## config.mk

```make
export PLATFORM = sky130hd
export DESIGN_NAME = msg_queue
export DESIGN_NICKNAME = d
export VERILOG_FILES = /design/src/rtl/msg_pkg.sv /design/src/rtl/msg_queue_mem.sv /design/src/rtl/msg_queue.sv
export SDC_FILE = /design/constraint.sdc
export NUM_CORES = 1
export LEC_CHECK = 0
export ABC_AREA = 1
export CAP_MARGIN = 20
export CORE_UTILIZATION = 45
export DETAILED_ROUTE_END_ITERATION = 8
export PLACE_DENSITY = 0.67
export SETUP_SLACK_MARGIN = 0.3
export SLEW_MARGIN = 20
export SYNTH_ARGS = -nofsm -noshare
export SYNTH_HDL_FRONTEND = slang
export SYNTH_HIERARCHICAL = 1
export SYNTH_SLANG_ARGS = --single-unit
```

## constraint.sdc

```tcl
create_clock -name clk -period 2.91 [get_ports clk]
set_clock_uncertainty 0.15 [all_clocks]
set_input_delay 0.291 -clock clk [delete_from_list [all_inputs] [get_ports clk]]
set_output_delay 0.291 -clock clk [all_outputs]
set_load 0.005 [all_outputs]
```

## src/rtl/msg_pkg.sv

```systemverilog
// Shared types and defaults for the outgoing-message queue.
package msg_pkg;

    typedef enum logic [1:0] {
        IDLE = 2'd0,
        SEND = 2'd1,
        GAP  = 2'd2
    } tx_state_t;

    localparam int unsigned DEF_DATA_W = 8;

endpackage

```

## src/rtl/msg_queue_mem.sv

```systemverilog
// Message storage: register array with synchronous write and asynchronous read, no reset.
module msg_queue_mem #(
    parameter int unsigned DATA_W = 8,
    parameter int unsigned DEPTH  = 4,
    parameter int unsigned AW     = 2
) (
    input  logic              clk,
    input  logic              i_we,
    input  logic [AW-1:0]     i_waddr,
    input  logic [DATA_W-1:0] i_wdata,
    input  logic [AW-1:0]     i_raddr,
    output logic [DATA_W-1:0] o_rdata
);

    logic [DATA_W-1:0] r_mem [DEPTH];

    always_ff @(posedge clk) begin
        if (i_we) r_mem[i_waddr] <= i_wdata;
    end

    assign o_rdata = r_mem[i_raddr];

endmodule

```

## src/rtl/msg_queue.sv

```systemverilog
// Outgoing-message queue: captures a message on each ready rising edge and paces
// them out to the UART transmitter with an enforced inter-byte gap.
module msg_queue
    import msg_pkg::*;
#(
    parameter int unsigned DATA_W     = DEF_DATA_W,
    parameter int unsigned DEPTH      = 4,
    parameter int unsigned GAP_CYCLES = 2,
    parameter bit          OVERWRITE  = 1'b0
) (
    input  logic                       clk,
    input  logic                       nRst,
    input  logic                       clear,
    input  logic                       ready,
    input  logic [DATA_W-1:0]          data,
    input  logic                       transmit_ready,
    output logic                       blue,
    output logic                       tx_ctrl,
    output logic [DATA_W-1:0]          tx_byte,
    output logic                       full,
    output logic [$clog2(DEPTH+1)-1:0] count,
    output logic                       overflow
);

    localparam int unsigned AW = $clog2(DEPTH);
    localparam int unsigned CW = $clog2(DEPTH + 1);
    localparam int unsigned GW = $clog2(GAP_CYCLES + 1);

    tx_state_t         r_state, w_state_nxt;
    logic [GW-1:0]     r_gap, w_gap_nxt;
    logic [AW-1:0]     r_wr, r_rd, w_wr_nxt, w_rd_nxt;
    logic [CW-1:0]     r_count, w_count_nxt;
    logic              r_overflow, w_overflow_nxt;
    logic              r_ready_q, r_blue, r_full, r_tx_ctrl;
    logic [DATA_W-1:0] r_tx_byte, w_rdata;
    logic              w_push, w_pop, w_is_full, w_accept, w_we, w_load;

    assign w_push    = ready & ~r_ready_q;
    assign w_pop     = (r_state == SEND) && (r_count != '0);
    assign w_is_full = (r_count == CW'(DEPTH));
    // A pop in the same cycle frees a slot, so a push on a full queue is still accepted
    assign w_accept  = w_push && (!w_is_full || w_pop);
    assign w_load    = (r_state == IDLE) && (w_state_nxt == SEND);

    msg_queue_mem #(
        .DATA_W (DATA_W),
        .DEPTH  (DEPTH),
        .AW     (AW)
    ) u_mem (
        .clk     (clk),
        .i_we    (w_we),
        .i_waddr (r_wr),
        .i_wdata (data),
        .i_raddr (r_rd),
        .o_rdata (w_rdata)
    );

    // Transmit pacing FSM next state
    always_comb begin
        w_state_nxt = r_state;
        w_gap_nxt   = r_gap;
        case (r_state)
            IDLE: if ((r_count != '0) && transmit_ready) w_state_nxt = SEND;
            SEND: begin
                w_state_nxt = GAP;
                w_gap_nxt   = GW'(GAP_CYCLES - 1);
            end
            GAP: begin
                if (r_gap == '0) w_state_nxt = IDLE;
                else             w_gap_nxt   = r_gap - GW'(1);
            end
            default: w_state_nxt = IDLE;
        endcase
        if (clear) begin
            w_state_nxt = IDLE;
            w_gap_nxt   = '0;
        end
    end

    // Pointer, occupancy and overflow next state
    always_comb begin
        w_wr_nxt       = r_wr;
        w_rd_nxt       = r_rd;
        w_count_nxt    = r_count;
        w_overflow_nxt = r_overflow;
        w_we           = 1'b0;
        if (clear) begin
            w_wr_nxt       = '0;
            w_rd_nxt       = '0;
            w_count_nxt    = '0;
            w_overflow_nxt = 1'b0;
        end else begin
            if (w_accept) begin
                w_we     = 1'b1;
                w_wr_nxt = r_wr + AW'(1);
            end else if (w_push) begin
                w_overflow_nxt = 1'b1;
                if (OVERWRITE) begin
                    w_we     = 1'b1;
                    w_wr_nxt = r_wr + AW'(1);
                    w_rd_nxt = r_rd + AW'(1);
                end
            end
            if (w_pop) w_rd_nxt = r_rd + AW'(1);
            if (w_accept && !w_pop)      w_count_nxt = r_count + CW'(1);
            else if (!w_accept && w_pop) w_count_nxt = r_count - CW'(1);
        end
    end

    always_ff @(posedge clk or negedge nRst) begin
        if (!nRst) begin
            r_state    <= IDLE;
            r_gap      <= '0;
            r_wr       <= '0;
            r_rd       <= '0;
            r_count    <= '0;
            r_overflow <= 1'b0;
            r_ready_q  <= 1'b0;
            r_blue     <= 1'b0;
            r_full     <= 1'b0;
            r_tx_ctrl  <= 1'b0;
            r_tx_byte  <= '0;
        end else begin
            r_state    <= w_state_nxt;
            r_gap      <= w_gap_nxt;
            r_wr       <= w_wr_nxt;
            r_rd       <= w_rd_nxt;
            r_count    <= w_count_nxt;
            r_overflow <= w_overflow_nxt;
            r_ready_q  <= ready;
            r_blue     <= (w_count_nxt != '0);
            r_full     <= (w_count_nxt == CW'(DEPTH));
            r_tx_ctrl  <= (w_state_nxt == SEND);
            if (w_load) r_tx_byte <= w_rdata;
        end
    end

    assign blue     = r_blue;
    assign full     = r_full;
    assign count    = r_count;
    assign overflow = r_overflow;
    assign tx_ctrl  = r_tx_ctrl;
    assign tx_byte  = r_tx_byte;

endmodule

```

==> results.json <==
{
  "status": "finished, final reports clean",
  "yosys.cell_types.count": 26,
  "final_layout_size_suffix_gt1_share_pct": 7.358,
  "grt_max_degree": 25,
  "p_comb_share_pct": 17.4,
  "root_buffer": "clkbuf_8",
  "diodes": 0,
  "worstMarginPinSlew_ns": 0.6352,
  "cts.sinks": 56,
  "hold_class": "in -> async",
  "p_per_area_nw_per_um2": 570.0,
  "setup_violations": 0,
  "drcViolationCount": 0,
  "drt_iter0_drc": 98,
  "power.clock.fraction_pct": 26.3,
  "boundaryPins": 28,
  "grt_usage_pct": 17.01,
  "drt_wl_total_um": 4455,
  "rsz0062_at_grt": "no",
  "overflow": 0,
  "rows": 26,
  "cts_tree": "built",
  "fmax_ghz": 0.5016,
  "ctsHtreeMaxLevel": 2,
  "io_buffers": 27,
  "initial_core_util_pct": 47.83,
  "synth_area_leaders": "edfxtp_1 (38%), dfrtp_1 (24%), nand2_1 (12%)",
  "synth_top_area_share_pct": 38.36,
  "core_area_um2": 5238,
  "clkTransAtPathRegs_ns": 0.10,
  "cpPeakStageDelay_ns": 0.40,
  "p_seq_share_pct": 56.2,
  "dp_hpwl_um": 3311,
  "yosys_register_bits": 56,
  "cts_hold_buf": 0,
  "synthCells": 263,
  "syn_avg_cell_area_um2": 9.524,
  "firstDrtPassIters": 6,
  "final_cells": 369,
  "post_cts_buffers": 0,
  "fin_nets": 315,
  "crit_path_top_delay_cell": "dfrtp_1",
  "setup_tns_ns": 0,
  "syn_area_um2": 2505,
  "syn_nets": 280,
  "slew_viol_final": 0,
  "ctsResizeCount": 0,
  "cp.arrival_ns": 1.88,
  "cts_buffers": 5,
  "antenna_found_initial": 0,
  "layout_commonest_cell": "nand2_1",
  "yosysWarnings": 6,
  "period_needed_ns": 1.994,
  "die_x_um": 76.61,
  "p_sw_mw": 0.4374,
  "crit_type": "reg -> reg",
  "ir_drop_v": 0.0003464,
  "insertion_delay_ns": 0.31,
  "ant_nets": 0,
  "p_total_mw": 1.689,
  "hold_viol": 0,
  "syn2layout_area_growth_pct": 18.28,
  "p_leak_nw": 1.415,
  "maxCapViolCount": 0,
  "ys_seq_area_share_pct": 62.34,
  "clockBufferDepth": 2,
  "start_kind": "flip-flop",
  "p_sw_share_pct": 25.90,
  "via_count": 1722,
  "crit_chain": "inv_1 > ha_1 > nand2_1 > o21ai_2 > nor2_1 > inv_1 > nor3_1 > buf_4",
  "wl_per_cell_um": 12.07,
  "required_ns": 2.79,
  "dieArea_um2": 5869,
  "grt_pass1_wl_um": 7686,
  "globalplace.congestion": 0.8610,
  "period_share_pct": 68.52,
  "vias_per_cell": 4.667,
  "yosysTopAreaCell": "edfxtp_1",
  "intPower_mw": 1.251,
  "die_h_um": 76.61,
  "critPathMaxFanout": 8,
  "setup.worst_path.start": "count[0]$_DFF_PN0_",
  "slew_headroom_pct": 57.66,
  "endpoint_kind": "flip-flop",
  "mostFrequentLayoutCells": "nand2_1 (83), inv_1 (55), edfxtp_1 (32), clkdlybuf4s50_1 (27), dfrtp_1 (24)",
  "grt_pass1_vias": 1618,
  "dpl.cell_count": 361,
  "r2r-start": "count[0]$_DFF_PN0_",
  "fillers": 481,
  "crit_top_cell": "inv_1"
}
-- flip-flops by register name (all words and copies together), names as in the netlist --
name         flops
r_state          2
r_rd             2
u_mem/r_mem     32
tx_ctrl          1
full             1
r_ready_q        1
count            3
tx_byte          8
r_gap            2
blue             1
r_wr             2
overflow         1
-- synthesized netlist by cell type --
library cell,number
a21oi_1,2
buf_2,1
buf_4,1
buf_6,2
dfrtp_1,24
edfxtp_1,32
ha_1,4
inv_1,55
inv_2,2
inv_4,1
nand2_1,83
nand2_2,1
nand3_1,23
nand3_2,1
nand4_1,2
nand4_2,1
nor2_1,8
nor2_2,1
nor2_4,1
nor3_1,5
o21a_1,1
o21ai_0,6
o21ai_2,1
or2_0,1
xnor2_1,2
xor2_1,2
-- metal layers --
layer | share of wire, % | track usage (%) | vias up
met5 | 0 | 0 | -
met4 | 1.0 | 5.192 | 0
met3 | 5.4 | 3.952 | 6
met2 | 45 | 25.95 | 57
met1 | 48 | 24.13 | 778
li1 | - | - | 881
-- critical path: cells and delay by family, from the launching register on --
kind | cells | cell delay [ns]
flops | 1 | 0.40
buf+inv | 3 | 0.38
compound gates | 1 | 0.12
fa+ha+maj | 1 | 0.24
simple gates | 3 | 0.42
-- cell type report --
class	count	area, um2	share of cell area, %
flip-flops and latches	56	1562	52.70
multi-input cells	145	688.2	23.23
repair buffers	32	307.8	10.39
inverters	58	220.2	7.432
well taps	70	87.58	2.956
clock buffers	5	68.82	2.323
clock inverters	3	28.78	0.9713
-- path summary, 6_finish.rpt --
| kind | end | slack [ns] | cells past startpoint |
|---|---|---|---|
| max | u_mem/r_mem[2][7]$_DFFE_PP_ | 0.92 | 8 |
| min | tx_byte[5]$_DFFE_PN0P_ | 0.17 | 2 |
| max reg2reg | u_mem/r_mem[2][7]$_DFFE_PP_ | 0.92 | 8 |
| min reg2reg | tx_byte[7]$_DFFE_PN0P_ | 0.34 | 2 |
| max in group asynchronous | r_gap[0]$_DFFE_PN0P_ | 2.20 | 2 |
| min in group clk | r_ready_q$_DFF_PN0_ | 0.30 | 1 |
-- power groups by stage --
stage | Sequential [mW] | Combinational [mW] | Clock, mW
2_1_floorplan | 0.964 | 0.132 | 0
3_3_place_gp | 0.966 | 0.294 | 0
3_5_place_dp | 0.967 | 0.298 | 0
4_1_cts | 0.951 | 0.298 | 0.463
5_1_grt | 0.961 | 0.328 | 0.497
6_report | 0.950 | 0.294 | 0.445
-- stage by stage --
step / cell area (um2) / hold slack [ns] / utilization (%) / setup WS (ns)
2_1_floorplan: 2505 / -0.1546 / - / 0.6855
3_3_place_gp: 2865 / 0.3131 / 54.71 / 0.8111
3_5_place_dp: 2865 / 0.3179 / 54.71 / 0.7739
4_1_cts: 2963 / 0.1788 / 56.57 / 0.9019
5_1_grt: 2963 / 0.1928 / 56.57 / 0.7616
6_report: 2963 / 0.1743 / 56.57 / 0.9162
-- cells by family after synthesis --
logic type	synth area share (%)
buffers and inverters	10.19
AND/OR/NAND/NOR	21.83
flip-flops	62.34
AO/OA/AOI/OAI	2.248
adder cells (fa/ha/maj)	1.998
XOR/XNOR	1.399
No activity file was read; power rests on OpenSTA's default activity.
